**src/rtl/mdu_pkg.sv**
```systemverilog
// mdu_pkg: op codes, FSM states and special-case constants shared by the RV32M multiply/divide unit
package mdu_pkg;
  typedef enum logic [2:0] {MUL, MULH, MULHSU, MULHU, DIV, DIVU, REM, REMU} mdu_op_e;
  typedef enum logic [1:0] {IDLE, CALC, FIX, DONE} mdu_state_e;
  localparam logic [31:0] DIV0_QUOT = 32'hFFFF_FFFF;
  localparam logic [31:0] INT_MIN   = 32'h8000_0000;
endpackage

```
**src/rtl/mdu_sign_fix.sv**
```systemverilog
// mdu_sign_fix: restores operand signs on the magnitude product/quotient/remainder and selects the result word
module mdu_sign_fix import mdu_pkg::*; #(
  parameter int XLEN = 32
) (
  input  mdu_op_e           op,
  input  logic              sa,
  input  logic              sb,
  input  logic [2*XLEN-1:0] acc,
  output logic [XLEN-1:0]   res
);
  logic [2*XLEN-1:0] prod;
  logic [XLEN-1:0]   quo;
  logic [XLEN-1:0]   rem;
  // for divides acc holds {remainder, quotient}
  assign prod = (sa ^ sb) ? -acc : acc;
  assign quo  = (sa ^ sb) ? -acc[XLEN-1:0] : acc[XLEN-1:0];
  assign rem  = sa ? -acc[2*XLEN-1:XLEN] : acc[2*XLEN-1:XLEN];
  assign res  = (op == MUL) ? prod[XLEN-1:0] : !op[2] ? prod[2*XLEN-1:XLEN] : !op[1] ? quo : rem;
endmodule

```
**src/rtl/mdu_e.sv**
```systemverilog
// mdu_e: iterative RV32M multiply/divide unit stalling the execute stage until done.
// Optional MDU_FAST_MUL_EN: single-cycle combinational multiply; divides stay iterative.
module mdu_e import mdu_pkg::*; #(
  parameter int XLEN      = 32,
  parameter int CNT_WIDTH = $clog2(XLEN) + 1
) (
  input  logic            clk_i,
  input  logic            rst_ni,
  input  logic            start_i,
  input  logic [2:0]      funct3_i,
  input  logic [XLEN-1:0] a_i,
  input  logic [XLEN-1:0] b_i,
  output logic            busy_o,
  output logic            done_o,
  output logic [XLEN-1:0] result_o
);
  mdu_state_e        state, state_n;
  mdu_op_e           op, op_in;
  logic              sa, sb, sa_in, sb_in, a_sig, b_sig;
  logic [XLEN-1:0]   ub, spec_res, fast_res, fix_res;
  logic [2*XLEN-1:0] acc, mul_step, div_step;
  logic [XLEN:0]     sum, sh, diff;
  logic [CNT_WIDTH-1:0] cnt;
  logic              div0, ovf, special, fast, last;
  assign op_in    = mdu_op_e'(funct3_i);
  assign a_sig    = op_in == MULH || op_in == MULHSU || op_in == DIV || op_in == REM;
  assign b_sig    = op_in == MULH || op_in == DIV || op_in == REM;
  assign sa_in    = a_sig & a_i[XLEN-1];
  assign sb_in    = b_sig & b_i[XLEN-1];
  assign div0     = funct3_i[2] && b_i == '0;
  assign ovf      = (op_in == DIV || op_in == REM) && a_i == INT_MIN && b_i == DIV0_QUOT;
  assign special  = div0 | ovf;
  assign spec_res = div0 ? (funct3_i[1] ? a_i : DIV0_QUOT) : (funct3_i[1] ? '0 : INT_MIN);
`ifdef MDU_FAST_MUL_EN
  logic [2*XLEN-1:0] fa, fb, fp;
  assign fa       = {{XLEN{sa_in}}, a_i};
  assign fb       = {{XLEN{sb_in}}, b_i};
  assign fp       = fa * fb;
  assign fast     = !funct3_i[2];
  assign fast_res = (op_in == MUL) ? fp[XLEN-1:0] : fp[2*XLEN-1:XLEN];
`else
  assign fast     = 1'b0;
  assign fast_res = '0;
`endif
  // shift-add multiply: multiplier in the low half, partial product in the high half
  assign sum      = {1'b0, acc[2*XLEN-1:XLEN]} + (acc[0] ? {1'b0, ub} : '0);
  assign mul_step = {sum, acc[XLEN-1:1]};
  // restoring divide: remainder in the high half, dividend shifting out into quotient bits
  assign sh       = acc[2*XLEN-1:XLEN-1];
  assign diff     = sh - {1'b0, ub};
  assign div_step = {diff[XLEN] ? sh[XLEN-1:0] : diff[XLEN-1:0], acc[XLEN-2:0], ~diff[XLEN]};
  assign last     = cnt == CNT_WIDTH'(XLEN - 1);
  mdu_sign_fix #(.XLEN(XLEN)) u_sign_fix (.op(op), .sa(sa), .sb(sb), .acc(acc), .res(fix_res));
  always_comb begin
    state_n = state == IDLE ? (start_i ? ((special | fast) ? DONE : CALC) : IDLE) :
              state == CALC ? (last ? FIX : CALC) : state == FIX ? DONE : IDLE;
    busy_o  = (state == IDLE && start_i) || state == CALC || state == FIX;
    done_o  = state == DONE;
  end
  always_ff @(posedge clk_i)
    state <= !rst_ni ? IDLE : state_n;
  always_ff @(posedge clk_i) begin
    if (!rst_ni) begin
      cnt      <= '0;
      acc      <= '0;
      ub       <= '0;
      op       <= MUL;
      sa       <= 1'b0;
      sb       <= 1'b0;
      result_o <= '0;
    end else begin
      case (state)
        IDLE: if (start_i) begin
          op  <= op_in;
          sa  <= sa_in;
          sb  <= sb_in;
          ub  <= sb_in ? -b_i : b_i;
          acc <= {{XLEN{1'b0}}, sa_in ? -a_i : a_i};
          cnt <= '0;
          if (special) result_o <= spec_res;
          else if (fast) result_o <= fast_res;
        end
        CALC: begin
          cnt <= cnt + 1'b1;
          acc <= op[2] ? div_step : mul_step;
        end
        FIX: result_o <= fix_res;
        default: ;
      endcase
    end
  end
endmodule

```
**config.mk**
```make
export PLATFORM = sky130hd
export DESIGN_NAME = mdu_e
export DESIGN_NICKNAME = d
export VERILOG_FILES = /design/src/rtl/mdu_pkg.sv /design/src/rtl/mdu_sign_fix.sv /design/src/rtl/mdu_e.sv
export SDC_FILE = /design/constraint.sdc
export NUM_CORES = 1
export LEC_CHECK = 0
export CORE_MARGIN = 2
export CORE_UTILIZATION = 50
export CTS_BUF_LIST = sky130_fd_sc_hd__clkbuf_8
export DETAILED_ROUTE_END_ITERATION = 7
export GPL_TIMING_DRIVEN = 0
export HOLD_SLACK_MARGIN = 0.1
export PLACE_DENSITY_LB_ADDON = 0.3
export SLEW_MARGIN = 20
export SYNTH_ARGS = -nofsm -noshare
export SYNTH_HDL_FRONTEND = slang
export SYNTH_SLANG_ARGS = --single-unit
```
**constraint.sdc**
```tcl
create_clock -name clk_i -period 8.95 [get_ports clk_i]
set_clock_uncertainty 0.05 [all_clocks]
set_input_delay 1.3425 -clock clk_i [delete_from_list [all_inputs] [get_ports clk_i]]
set_output_delay 1.3425 -clock clk_i [all_outputs]
set_load 0.01 [all_outputs]
```
Word-level counts from Yosys, hierarchy flattened:

Index checks and enable logic that the tools add are counted.

* muxes and demuxes: 27
* reductions and logical operators: 20
* add/subtract/negate cells: 8
* equal/unequal tests: 12
* bitwise gates (word level): 5

Operator list (count)
* 32-bit 2-to-1 mux: 14
* 64-bit 2-to-1 mux: 3
* 32-bit negation: 4
* 64-bit one-hot mux with 2 select lines: 1
* 32-bit equality test (second input constant): 2
* 64-bit negation: 1
* 32-bit one-hot mux with 2 select lines: 1
* 32-bit by 32-bit adder with 33-bit output: 1
* 33-bit by 32-bit subtractor with 33-bit output: 1
* 32-bit zero test: 1
* 2-bit 2-to-1 mux: 6
* 6-bit one-hot mux with 2 select lines: 1
* 1-bit logical OR: 8
* 6-bit by 1-bit adder with 6-bit output (second input constant): 1
* 3-bit equality test (second input constant): 2
* 6-bit by 5-bit equality test with 1-bit output (second input constant): 1
* 6-bit 2-to-1 mux: 1
* 2-bit equality test (second input constant): 2
* 1-bit logical AND: 4
* 2-bit inequality test (second input constant): 2
* 2-bit AND reduction: 2
* 2-bit nonzero test: 2
* 3-bit by 1-bit equality test with 1-bit output (second input constant): 1
* 3-bit by 2-bit equality test with 1-bit output (second input constant): 1
* 8 further kinds: 9

* register bits: 141
* word-level logic and storage cells: 80
* bits of input ports: 70

Logic depth before layout (Yosys ltp):

* depth after elaboration: 8
* mapped depth: 14

Hierarchy:

Synthesis repeated with hierarchy kept, for this count alone.

* cell total of the unflattened synthesis: 1972
* area, all modules: 14356.3 um^2

Modules (own cells, without submodules)
* mdu_e: area an instance 11471.0 um^2, cells an instance 1517, instances 1, sequential area each 2822.7 um^2
* mdu_sign_fix: area an instance 2885.3 um^2, cells an instance 455, instances 1, sequential area each 0.0 um^2

Worst setup path after synthesis:

Ideal clock, no wire load.

* path kind: input to register
* start point: input a_i[2]
* end point: register acc[29]
* path buffers: 1
* arrival: 3625 ps
* library setup time: 114 ps
* path slack: 5161 ps
* stages on the path: 10
* cells stage by stage: or3_1 or3_1 or2_2 clkbuf_1 nor3_2 nand2_1 o31ai_1 xnor2_1 nor2_1 a2111oi_0

* longest elaborated chain between the ends: 4

RTL lines
* start, declared: line mdu_e.sv:11 `input logic [XLEN-1:0] a_i,`
* 32-bit negation: line mdu_e.sv:78 `acc <= {{XLEN{1'b0}}, sa_in ? -a_i : a_i};`
* 32-bit 2-to-1 mux: line mdu_e.sv:78
* 64-bit 2-to-1 mux: line mdu_e.sv:73 `IDLE: if (start_i) begin`
* 64-bit one-hot mux with 2 select lines: line mdu_e.sv:72 `case (state)`
* end signal, assigned: line mdu_e.sv:78
* end signal, assigned: line mdu_e.sv:85 `acc <= op[2] ? div_step : mul_step;`
* end, declared: line mdu_e.sv:21 `logic [2*XLEN-1:0] acc, mul_step, div_step;`

No other way between the ends. The select of a mux whose other input is x is not followed.
A chain may end at the register's enable or synchronous reset.

Final worst setup path:

* start point: input a_i[4]
* end point: register result_o[16]

* longest elaborated chain between the ends: 6

RTL lines
* 32-bit equality test: line mdu_e.sv:31 `assign ovf = (op_in == DIV || op_in == REM) && a_i == INT_MIN && b_i == DIV0_QUOT;`
* 1-bit logical AND (2 in a row): line mdu_e.sv:31
* 1-bit OR: line mdu_e.sv:32 `assign special = div0 | ovf;`
* 2-bit inequality test (no line)
* 3-bit AND reduction (no line)
* end signal, assigned: line mdu_e.sv:80 `if (special) result_o <= spec_res;`
* end signal, assigned: line mdu_e.sv:81 `else if (fast) result_o <= fast_res;`
* end signal, assigned: line mdu_e.sv:87 `FIX: result_o <= fix_res;`
* end, declared: line mdu_e.sv:15 `output logic [XLEN-1:0] result_o`

No other way between the ends.

==> results.py <==
metrics = {
    "run_status": {
        "status": "complete, no violations",
    },
    "setup_path": {
        "path_max_fanout": 10,
        "r2r-end": "acc[55]",
        "cp-start-kind": "primary input",
        "slowest_stage": "nor4_2",
        "worstPathCellList": "clkdlybuf4s50_1 > or3_1 > nor4_2 > nand4_1 > nor2_1 > o21ai_1 > buf_4 > and2_1 > buf_6 > a221oi_1 > o32ai_1",
        "crit_required_ns": 9.25,
        "worstSetupPathType": "in -> reg",
        "cpPeakStageDelay_ns": 0.61,
        "crit_path_end_kind": "flop",
        "path_buf_inv": 3,
        "worstPathArrival_ns": 4.93,
        "crit_start": "a_i[4]",
        "cp_num_cells": 11,
        "worstSetupEndpoint": "result_o[16]",
        "reg2reg_slack_ns": 4.43,
        "reg2reg_from": "acc[32]",
        "critPathTopFamily": "simple AND/OR/NAND/NOR gates",
        "r2r_cells": 13,
    },
    "pwr": {
        "p_per_area_mw_per_mm2": 128.4,
        "peakVddDrop_uv": 165.8,
        "p_leak_uw": 0.005934,
    },
    "clocking": {
        "root_buffer": "clkbuf_8",
        "cts_buffers": 17,
        "clk_pin_slew_ns": 0.10,
        "postCtsHoldBufs": 0,
        "cts_resized": 0,
        "clkSinkCount": 141,
        "cts_tree": "built",
        "clk_latency_ns": 0.49,
        "cts_htree_levels": 4,
        "max-clock-path-buffers": 2,
        "post_cts_buffers": 0,
    },
    "die": {
        "die_w_um": 172.7,
        "design.die.area_mm2": 0.02983,
        "initial_core_util_pct": 50.95,
        "rows": 61,
        "ios": 104,
        "die_h_um": 172.7,
        "core_mm2": 0.02793,
    },
    "yosys": {
        "avgSynthCellArea_um2": 7.188,
        "seq_area_frac_synth_pct": 19.83,
        "synthCells": 1980,
        "synth.distinct_cells": 78,
        "synth-seq-cells": 141,
        "netlist_area_mm2": 0.01423,
        "yosysMostFrequentCell": "nor2_1",
        "yosys.area.top_type_share_pct": 19.83,
        "synthTopCellsByCount": "nor2_1 (204), a21oi_1 (164), o21ai_0 (162)",
        "synthFlopType": "dfxtp_1",
        "async_flop_share_pct": 0,
        "synth_edf_count": 0,
        "synth.area.top_cells": "dfxtp_1 (20%), ha_1 (6.2%), xnor2_1 (5.9%)",
        "syn_nets": 2122,
        "yosysTopAreaCell": "dfxtp_1",
        "yosys_warnings": 0,
    },
    "detailed_routing": {
        "vias": 16400,
        "viasPerCell": 6.578,
        "dr.first_iter.drc_count": 2003,
        "drt_first_pass_iters": 6,
        "drc": 0,
        "wl_per_cell_um": 23.53,
        "ant_nets": 0,
        "drt-total-wl_mm": 58.66,
    },
    "cells_and_area": {
        "syn2layout_area_growth_pct": 13.54,
        "layout.nets": 2244,
        "n_antenna_cell": 0,
        "seq_area_mm2": 0.002823,
        "stdcell_count": 2493,
        "layout-drive-gt1-share_pct": 3.688,
        "n_fill_cell": 2717,
        "multiInputGateArea_mm2": 0.01059,
    },
    "timing": {
        "hold_viol_final": 0,
        "worst_pin_slew_ns": 0.9761,
        "finalSetupViolCount": 0,
        "tns_ns": 0,
        "final.min_clock_period_ns": 4.634,
        "slew_headroom_pct": 34.76,
        "slew_viol_final": 0,
        "rsz0062_at_grt": "false",
        "fmax_mhz": 215.8,
        "min_period_over_period_pct": 51.77,
    },
    "flow_run": {
        "cap_violations": 0,
    },
    "grt": {
        "grt_first_pass_wirelength_mm": 87.84,
        "grt.overflow.total": 0,
        "track_usage_pct": 37.84,
        "antenna_found_initial": 0,
        "first_global_vias": 14912,
        "grt_max_degree": 17,
    },
    "placed_design": {
        "portBuffers": 103,
        "routabilityCongestion": 1.045,
        "hpwl_mm": 46.50,
        "dp.cells": 2461,
    },
    "hold_path": {
        "hp-class": "reg -> reg",
    },
}
==> registers in the layout (all words and copies together), names as in the netlist <==
name      flops
op            3
state         2
result_o     32
cnt           6
sb            1
sa            1
ub           32
acc          64
==> cell families (layout without fill, tap and decap cells) <==
group / Yosys count / count (layout) / share of synthesized area (%)
compound gates: 667 / 667 / 29.83
mux: 69 / 69 / 4.879
fa+ha+maj: 72 / 72 / 6.435
flops: 141 / 141 / 19.83
buf+inv: 211 / 346 / 5.855
xor+xnor: 175 / 175 / 10.90
simple gates: 645 / 645 / 22.27
==> placed cells by master (no fill, tap or decap), drive strengths merged, types with 18 or more instances in the layout <==
master           n
nor2           205
o21ai          166
a21oi          164
nand2          158
clkbuf         145
dfxtp          141
clkdlybuf4s50  103
xnor2           97
a211oi          85
xor2            78
ha              70
inv             68
mux2i           66
nor3            48
a31oi           32
o31ai           32
nand3           32
a21o            31
or3             29
nor4            27
nand2b          26
nor2b           25
a22oi           23
buf             23
nand4           19
o211ai          18
==> area by class of cell <==
cell class / instances / area share [%]
inverter: 63 / 1.463
sequential: 141 / 17.47
clock inverter: 12 / 0.8285
buffer: 148 / 3.693
multi-input combinational: 1628 / 65.54
timing repair buffer: 103 / 6.380
clock buffer: 20 / 1.703
tap: 378 / 2.927
==> metal layers <==
metal | GRT usage [%] | vias up | part of all wire (%)
met1 | 52.11 | 7635 | 41
met2 | 55.82 | 1058 | 41
li1 | - | 7511 | -
met3 | 9.872 | 196 | 13
met5 | 0 | - | 0
met4 | 15.96 | 0 | 4.8
==> report_power, final <==
part / internal [uW] / switching (uW)
Clock: 273 / 296
Combinational: 282 / 515
Sequential: 662 / 46.1
Total: 1220 / 858
==> worst min path at each step <==
stage	startpoint	to	depth (start not counted)
2_1_floorplan	ub[19]	ub[19]	2
3_3_place_gp	ub[19]	ub[19]	2
3_5_place_dp	ub[19]	ub[19]	2
4_1_cts	ub[19]	ub[19]	2
5_1_grt	ub[19]	ub[19]	2
6_report	ub[19]	ub[19]	2
==> tightest hold or removal path, stage by stage (launching register included) <==
cell	delay, ns
dfxtp_1	0.32
nand2_1	0.05
a21oi_1	0.05
==> through the flow <==
step	area [um^2]	util, %	hold WS (ns)	total power (uW)	setup WS [ns]
CTS	16150	57.82	0.4181	2033	4.475
detailed placement	15740	56.35	0.4088	1480	3.981
global placement	15740	56.33	0.3919	1473	3.964
global route	16160	57.85	0.4400	2145	4.189
finish	16160	57.85	0.4191	2074	4.316
floorplan	14230	-	0.3819	1219	5.161
No activity file was read; power rests on OpenSTA's default activity.
